### config.mk
export PLATFORM = sky130hd
export DESIGN_NAME = fetch_sequencer_flat
export DESIGN_NICKNAME = d
export VERILOG_FILES = /design/src/rtl/fetch_seq_if.sv /design/src/rtl/fetch_sequencer.sv /design/src/flat_wrapper.sv
export SDC_FILE = /design/constraint.sdc
export NUM_CORES = 1
export LEC_CHECK = 0
export CORE_MARGIN = 2
export CORE_UTILIZATION = 44
export CTS_CLUSTER_DIAMETER = 200
export DETAILED_ROUTE_END_ITERATION = 10
export GPL_TIMING_DRIVEN = 0
export HOLD_SLACK_MARGIN = 0.06
export PLACE_DENSITY = 0.92
export SYNTH_ARGS = -nofsm -noshare
export SYNTH_HDL_FRONTEND = slang
export SYNTH_SLANG_ARGS = --single-unit
### constraint.sdc
create_clock -name clk -period 2.91 [get_ports clk]
set_input_delay 0.291 -clock clk [delete_from_list [all_inputs] [get_ports clk]]
set_output_delay 0.291 -clock clk [all_outputs]
set_load 0.01 [all_outputs]
### src/rtl/fetch_seq_if.sv
// Handshake bundle between the fetch sequencer, the execute stage and the program ROM.
// master: the sequencer side. slave: the execute/debug controller side.
interface fetch_seq_if #(
  parameter int ADDR_W = 12
);
  logic              run;
  logic              exec_done;
  logic              jump_req;
  logic [ADDR_W-1:0] jump_addr;
  logic              halt_req;
  logic [ADDR_W-1:0] bkpt_addr;
  logic              bkpt_arm;
  logic [ADDR_W-1:0] pc;
  logic              rom_en;
  logic              enabled_fetch;
  logic              instr_valid;
  logic              halted;
  logic              bkpt_hit;

  modport master (
    input  run, exec_done, jump_req, jump_addr, halt_req, bkpt_addr, bkpt_arm,
    output pc, rom_en, enabled_fetch, instr_valid, halted, bkpt_hit
  );

  modport slave (
    output run, exec_done, jump_req, jump_addr, halt_req, bkpt_addr, bkpt_arm,
    input  pc, rom_en, enabled_fetch, instr_valid, halted, bkpt_hit
  );
endinterface

### src/rtl/fetch_sequencer.sv
// Instruction-fetch control FSM: owns pc and the ROM read strobe, pulses the fetch-register load.
// Optional breakpoint comparator enabled by defining FETCH_SEQ_BKPT_EN.
module fetch_sequencer #(
  parameter int ADDR_W  = 12,
  parameter int ROM_LAT = 1
) (
  input  logic        clk,
  input  logic        reset,
  fetch_seq_if.master bus
);

  typedef enum logic [2:0] {IDLE, ADDR, WAIT, LATCH, EXEC, HALT} state_t;

  localparam int CNT_W = (ROM_LAT > 2) ? $clog2(ROM_LAT) : 1;
  localparam logic [CNT_W-1:0] WAIT_LAST = CNT_W'((ROM_LAT > 1) ? ROM_LAT - 2 : 0);

  state_t            state_q, state_d;
  logic [ADDR_W-1:0] pc_q, pc_d;
  logic              halt_pend_q, halt_pend_d;
  logic              bkpt_hit_q, bkpt_hit_d;
  logic              bkpt_skip_q, bkpt_skip_d;
  logic [CNT_W-1:0]  wait_cnt_q, wait_cnt_d;
  logic              bkpt_stop;

`ifdef FETCH_SEQ_BKPT_EN
  // The skip flag lets a resumed fetch read the breakpoint address once.
  assign bkpt_stop   = (state_q == ADDR) && bus.bkpt_arm && (pc_q == bus.bkpt_addr) && !bkpt_skip_q;
  assign bus.bkpt_hit = bkpt_hit_q;
`else
  logic unused_bkpt;
  assign unused_bkpt  = bus.bkpt_arm ^ (^bus.bkpt_addr);
  assign bkpt_stop    = 1'b0;
  assign bus.bkpt_hit = 1'b0;
`endif

  always_comb begin
    state_d     = state_q;
    pc_d        = pc_q;
    halt_pend_d = halt_pend_q;
    bkpt_hit_d  = bkpt_hit_q;
    bkpt_skip_d = bkpt_skip_q;
    wait_cnt_d  = wait_cnt_q;
    case (state_q)
      IDLE: begin
        if (bus.halt_req)  state_d = HALT;
        else if (bus.run)  state_d = ADDR;
      end
      ADDR: begin
        halt_pend_d = halt_pend_q | bus.halt_req;
        bkpt_skip_d = 1'b0;
        if (bkpt_stop) begin
          state_d    = HALT;
          bkpt_hit_d = 1'b1;
        end else if (ROM_LAT > 1) begin
          state_d    = WAIT;
          wait_cnt_d = '0;
        end else begin
          state_d    = LATCH;
        end
      end
      WAIT: begin
        halt_pend_d = halt_pend_q | bus.halt_req;
        if (wait_cnt_q == WAIT_LAST) state_d = LATCH;
        else                         wait_cnt_d = wait_cnt_q + CNT_W'(1);
      end
      LATCH: begin
        halt_pend_d = halt_pend_q | bus.halt_req;
        pc_d        = pc_q + ADDR_W'(1);
        state_d     = EXEC;
      end
      EXEC: begin
        if (bus.exec_done) begin
          if (bus.jump_req) pc_d = bus.jump_addr;
          state_d = (halt_pend_q || bus.halt_req) ? HALT : ADDR;
        end else begin
          halt_pend_d = halt_pend_q | bus.halt_req;
        end
      end
      HALT: begin
        if (bus.run && !bus.halt_req) begin
          state_d     = ADDR;
          halt_pend_d = 1'b0;
          bkpt_skip_d = bkpt_hit_q;
          bkpt_hit_d  = 1'b0;
        end
      end
      default: state_d = IDLE;
    endcase
  end

  always_ff @(posedge clk) begin
    if (reset) begin
      state_q     <= IDLE;
      pc_q        <= '0;
      halt_pend_q <= 1'b0;
      bkpt_hit_q  <= 1'b0;
      bkpt_skip_q <= 1'b0;
      wait_cnt_q  <= '0;
    end else begin
      state_q     <= state_d;
      pc_q        <= pc_d;
      halt_pend_q <= halt_pend_d;
      bkpt_hit_q  <= bkpt_hit_d;
      bkpt_skip_q <= bkpt_skip_d;
      wait_cnt_q  <= wait_cnt_d;
    end
  end

  assign bus.pc            = pc_q;
  assign bus.rom_en        = (state_q == ADDR) && !bkpt_stop;
  assign bus.enabled_fetch = (state_q == LATCH);
  assign bus.instr_valid   = (state_q == EXEC);
  assign bus.halted        = (state_q == HALT);

endmodule

### src/flat_wrapper.sv
// flat-port wrapper written by rule: the top's interface ports become plain ports
module fetch_sequencer_flat 
#(
  parameter int ADDR_W  = 12,
  parameter int ROM_LAT = 1
)
  (clk, reset, bus_run, bus_exec_done, bus_jump_req, bus_jump_addr, bus_halt_req, bus_bkpt_addr, bus_bkpt_arm, bus_pc, bus_rom_en, bus_enabled_fetch, bus_instr_valid, bus_halted, bus_bkpt_hit);
  fetch_seq_if #(.ADDR_W(ADDR_W)) bus_i ();
  input  logic clk;
  input  logic reset;
  input wire logic [$bits(bus_i.run)-1:0] bus_run;
  input wire logic [$bits(bus_i.exec_done)-1:0] bus_exec_done;
  input wire logic [$bits(bus_i.jump_req)-1:0] bus_jump_req;
  input wire logic [$bits(bus_i.jump_addr)-1:0] bus_jump_addr;
  input wire logic [$bits(bus_i.halt_req)-1:0] bus_halt_req;
  input wire logic [$bits(bus_i.bkpt_addr)-1:0] bus_bkpt_addr;
  input wire logic [$bits(bus_i.bkpt_arm)-1:0] bus_bkpt_arm;
  output wire logic [$bits(bus_i.pc)-1:0] bus_pc;
  output wire logic [$bits(bus_i.rom_en)-1:0] bus_rom_en;
  output wire logic [$bits(bus_i.enabled_fetch)-1:0] bus_enabled_fetch;
  output wire logic [$bits(bus_i.instr_valid)-1:0] bus_instr_valid;
  output wire logic [$bits(bus_i.halted)-1:0] bus_halted;
  output wire logic [$bits(bus_i.bkpt_hit)-1:0] bus_bkpt_hit;
  assign bus_i.run = bus_run;
  assign bus_i.exec_done = bus_exec_done;
  assign bus_i.jump_req = bus_jump_req;
  assign bus_i.jump_addr = bus_jump_addr;
  assign bus_i.halt_req = bus_halt_req;
  assign bus_i.bkpt_addr = bus_bkpt_addr;
  assign bus_i.bkpt_arm = bus_bkpt_arm;
  assign bus_pc = bus_i.pc;
  assign bus_rom_en = bus_i.rom_en;
  assign bus_enabled_fetch = bus_i.enabled_fetch;
  assign bus_instr_valid = bus_i.instr_valid;
  assign bus_halted = bus_i.halted;
  assign bus_bkpt_hit = bus_i.bkpt_hit;
  fetch_sequencer #(.ADDR_W(ADDR_W), .ROM_LAT(ROM_LAT)) u_core (.clk(clk), .reset(reset), .bus(bus_i));
endmodule
==> Word-level counts from Yosys, hierarchy flattened <==
Index checks and enable logic that the tools add are counted.
{ "totals": {"regBits": 17, "in_bits": 31, "wordCells": 42} }
{ "op_classes": {"addsub": 2, "eq_ne": 11, "n_mux": 14, "n_bitwise": 1, "n_reduce_logical": 10} }
{ "op_table": {"columns": ["cell", "n"], "rows": [
  ["2-to-1 mux 12 bit", 2],
  ["one-hot mux 12 bit (2 select lines)", 1],
  ["2-to-1 mux 3 bit", 6],
  ["one-hot mux 3 bit (6 select lines)", 1],
  ["adder 12 x 1 -> 12 bit, second input constant", 1],
  ["inequality test 2 bit, second input constant", 4],
  ["equality test 3 x 2 -> 1 bit, second input constant", 2],
  ["equality test 3 bit, second input constant", 2],
  ["AND reduction 3 bit", 2],
  ["AND reduction 4 bit", 1],
  ["equality test 3 x 1 -> 1 bit, second input constant", 1],
  ["zero test 3 bit", 1],
  ["2-to-1 mux 1 bit", 3],
  ["inequality test 3 bit, second input constant", 1],
  ["one-hot mux 1 bit (3 select lines)", 1],
  ["nonzero test 3 bit", 1],
  ["OR reduction 3 bit", 1],
  ["inequality test 2 x 1 -> 1 bit, second input constant", 1],
  ["nonzero test 2 bit", 1],
  ["adder 1 bit, second input constant", 1],
  ["logical AND 1 bit", 1],
  ["zero test 1 bit", 1],
  ["logical OR 1 bit", 1],
  ["bitwise OR 1 bit", 1]
]} }

==> Logic depth before layout (Yosys ltp) <==
{ "depth": {"ltp_word": 4, "ltp_mapped": 7, "mapped_depth_nobuf": 5} }

==> Worst setup path before layout <==
OpenSTA, ideal clock, no wires.
{ "synth_timing": {"path_type": "register -> register", "from": "register u_core.state_q[0]", "to": "register u_core.pc_q[9], in the netlist u_core.bus.pc[9]", "arrival_ns": 1.427, "required_time_ns": 2.761, "setup_slack_ns": 1.334, "path_stages_with_launch": 6, "path_buffers": 2, "period_less_slack_ns": 1.576, "cell_sequence": "dfxtp_1 -> buf_6 -> or3b_4 -> clkbuf_8 -> o311ai_0 -> o311ai_0"} }
{ "synth_between": {"elab_chain_cells": 3, "elab_cells_between_ends": 7} }
{ "synth_rtl": {"columns": ["element", "line_no", "text"], "rows": [
  ["from (decl)", "fetch_sequencer.sv:17", "state_t state_q, state_d;"],
  ["from (signal assigned)", "fetch_sequencer.sv:100", "state_q <= state_d;"],
  ["equality test 3 bit or equality test 3 x 2 -> 1 bit (tied branches)", "fetch_sequencer.sv:43", "case (state_q)"],
  ["inequality test 2 bit (no line) or nonzero test 2 bit (tied branches)", null, null],
  ["AND reduction 3 bit (no line)", null, null],
  ["to (signal assigned)", "fetch_sequencer.sv:101", "pc_q <= pc_d;"],
  ["to (decl)", "fetch_sequencer.sv:18", "logic [ADDR_W-1:0] pc_q, pc_d;"]
]} }
Parallel ways exist; a longest one is shown, timed or not.
A chain may end at the register's enable or synchronous reset.

==> Worst setup path in the final report <==
{ "layout_timing": {"from": "register u_core.state_q[2]", "to": "output bus_instr_valid"} }
{ "layout_between": {"elab_chain_cells": 1} }
{ "layout_rtl": {"columns": ["element", "line_no", "text"], "rows": [
  ["equality test 3 bit", "fetch_sequencer.sv:112", "assign bus.instr_valid = (state_q == EXEC);"],
  ["to (decl)", "flat_wrapper.sv:21", "output wire logic [$bits(bus_i.instr_valid)-1:0] bus_instr_valid;"]
]} }
No other way between the ends.

==> flow_summary.ini <==
[run_status]
status = completed

[detailed_routing]
first_pass_iters = 5
vias = 1185
viasPerCell = 5.955
wl_per_cell_um = 14.95
first_iter_violations = 33
routed_wl_um = 2976
route.detailed.drc = 0
ant_nets = 0

[power]
ir_drop_uv = 355.9
switchingPower_mw = 0.2167
p_per_area_nw_per_um2 = 446.6
p_comb_share_pct = 38.0
switching_share_pct = 32.87
power_frac_clock_pct = 22.9
p_int_mw = 0.4426
seq_power_share_pct = 39.1
total_power_mw = 0.6593
cellLeakagePower_nw = 0.5475

[worst_setup_path]
crit_slowest_cell = clkdlybuf4s50_1
critPathMostFrequentCell = buf_4
worst_setup_path_end_kind = primary output
worstPathRequired_ns = 2.62
worstSetupStartpoint = u_core.state_q[2]
regToRegStartpoint = u_core.state_q[2]
max_stage_delay_ns = 0.55
critical_path_class = flip-flop to primary output
crit_chain = buf_4, or3b_4, inv_2, buf_4, clkdlybuf4s50_1
start_kind = flip-flop
crit_arrival_ns = 2.10
critPathMaxFanout = 10

[final_layout]
fin_util_pct = 65.48
nNetsFinal = 204
multiInputGateArea_sq_um = 646.9
regArea_sq_um = 320.3
area.growth.synth_to_final_pct = 37.37
drive_above_1_share_pct = 12.28
nFillCells = 207
antenna_cells = 0

[floorplanning]
fp-row-count = 17
die_y_um = 53.43
dieWidth_um = 53.43
dieArea_sq_um = 2854
core-area_sq_um = 2255
start_util_pct = 47.67
boundaryPins = 48

[placed_design]
io_buffers = 33
gp_congestion = 0.8412
dp_hpwl_um = 2193

[clocking]
cts_setup_buffers = 0
ctsRootBufferMaster = clkbuf_4
cts_htree_levels = 1
cts.clk_slew.worst_paths_ns = 0.10
insertion_delay_ns = 0.29
cts_made_buffers = 3
cts_buffer_depth = 2
clock_sinks = 16
cts_tree = yes
ctsResizeCount = 0
ctsHoldBuffers = 0

[timing]
slew_viol_final = 0
maxSlewHeadroom_pct = 58.01
rsz0062_at_grt = no
finalCritPeriodShare_pct = 82.02
fin_crit_ns = 2.387
setup_viol = 0
skew_ns = 0.002132
hold_viol_final = 0
setup_tns_ns = 0
worstMarginPinSlew_ns = 0.6269
fmax_ghz = 0.4190

[global_routing]
grt_pass1_wl_um = 5168
grtUsageTotal_pct = 24.38
grt_pass1_vias = 1202
grt_max_degree = 11
grt-ovfl-total = 0
antenna_found_initial = 0

[yosys]
synth-seq-area-share_pct = 29.80
synth.avg_cell_area_sq_um = 8.021
syn_nets = 166
ys.flop_type = dfxtp_1
ys_async_sr_fraction_pct = 0
syn-cell-area_sq_um = 1075
netlist_instances = 134
synthTopCellsByArea = dfxtp_1 30%, o21ai_0 5.6%, nor2_1 4.2%
synth_top_area_cell = dfxtp_1
synthDominantCellAreaShare_pct = 29.80
synth_edf_count = 0
synth_warnings = 0
ys_ff_latch = 16
yosys.cell_types.count = 47

[hold_path]
worstHoldPathType = flip-flop to flip-flop
hp-start = u_core.bus.pc[2]

[run]
cap_violations = 0
==> power groups by stage <==
stage	sequential, mW	combinational (mW)	clock [mW]
2_1_floorplan	0.263	0.152	0
6_report	0.258	0.251	0.151
3_5_place_dp	0.262	0.249	0
4_1_cts	0.257	0.250	0.157
3_3_place_gp	0.261	0.242	0
5_1_grt	0.260	0.274	0.162
==> layer usage <==
layer | vias up | routed length, um | global-route usage [%]
met5 | - | 0 | 0
met4 | 0 | 12 | 7.265
met3 | 2 | 173 | 5.932
met2 | 46 | 1493 | 42.59
met1 | 565 | 1296 | 29.01
li1 | 572 | - | -
==> cell families (layout without fill, tap and decap cells) <==
family / after synthesis / count (layout) / synth area share (%)
AO/OA/AOI/OAI: 42 / 42 / 29.22
XOR/XNOR: 1 / 1 / 0.8150
adder cells (fa/ha/maj): 1 / 1 / 1.164
buffers and inverters: 16 / 53 / 10.01
flip-flops: 16 / 16 / 29.80
multiplexers: 1 / 1 / 0.9314
other: 1 / 1 / 0.3489
AND/OR/NAND/NOR: 56 / 56 / 27.71
==> placed cells by master, fill, tap and decap left out, types with 2 or more instances in the layout <==
cell,instances
nand4_1,2
buf_6,3
dfxtp_1,16
o31ai_1,2
or3_1,3
o211a_1,2
a21oi_1,6
buf_4,4
nand3_1,5
clkbuf_4,3
nor4_1,4
clkbuf_8,2
clkdlybuf4s50_1,33
inv_1,6
nor3_1,7
nor3b_1,2
o311ai_0,3
o21ai_0,12
and2_1,4
a31oi_1,2
nand2_1,9
nor2_1,12
and3_1,3
==> final cells by class <==
cell class / count / area share (%)
buffer: 9 / 5.508
clock buffer: 4 / 2.458
inverter: 7 / 1.780
multi-input combinational: 102 / 43.81
sequential: 16 / 21.69
tap: 28 / 2.373
timing repair buffer: 33 / 22.37
==> worst max-delay path, delay by kind of cell, from the launching register on <==
| kind | cells | cell delay [ns] |
|---|---|---|
| flops | 1 | 0.32 |
| simple gates | 1 | 0.43 |
| buf+inv | 4 | 1.05 |
==> path summary, 6_finish.rpt <==
kind | to | slack [ns] | cells after the start
min reg2reg | u_core.bus.pc[2] | 0.55 | 2
min | u_core.bus.pc[2] | 0.55 | 2
max | bus_instr_valid | 0.52 | 5
max reg2reg | u_core.bus.pc[9] | 1.12 | 5
==> cell usage after synthesis, drive strengths merged (3+ instances only) <==
cell and count:
nor2 13, inv 7, dfxtp 16, buf 7, nand3 5, nand2 9, or3 3, and3 3
o21ai 13, o311ai 3, and2 4, nor4 5, a21oi 6, nor3 7
==> metrics by stage <==
stage / cell area, sq um / cells / worst slack, ns / hold slack [ns]
finish: 1476 / 199 / 0.5233 / 0.5492
global placement: 1440 / 195 / 0.8876 / 0.5117
global route: 1476 / 199 / 0.4355 / 0.5856
CTS: 1476 / 199 / 0.5285 / 0.5496
floorplan: 1075 / 134 / 1.334 / 0.3620
detailed placement: 1440 / 195 / 0.8710 / 0.5318
==> flip-flops by register name, indices dropped and copies added, names as in the netlist <==
register	flops
u_core.bus.pc	12
u_core.halt_pend_q	1
u_core.state_q	3
No activity file was read; power rests on OpenSTA's default activity.
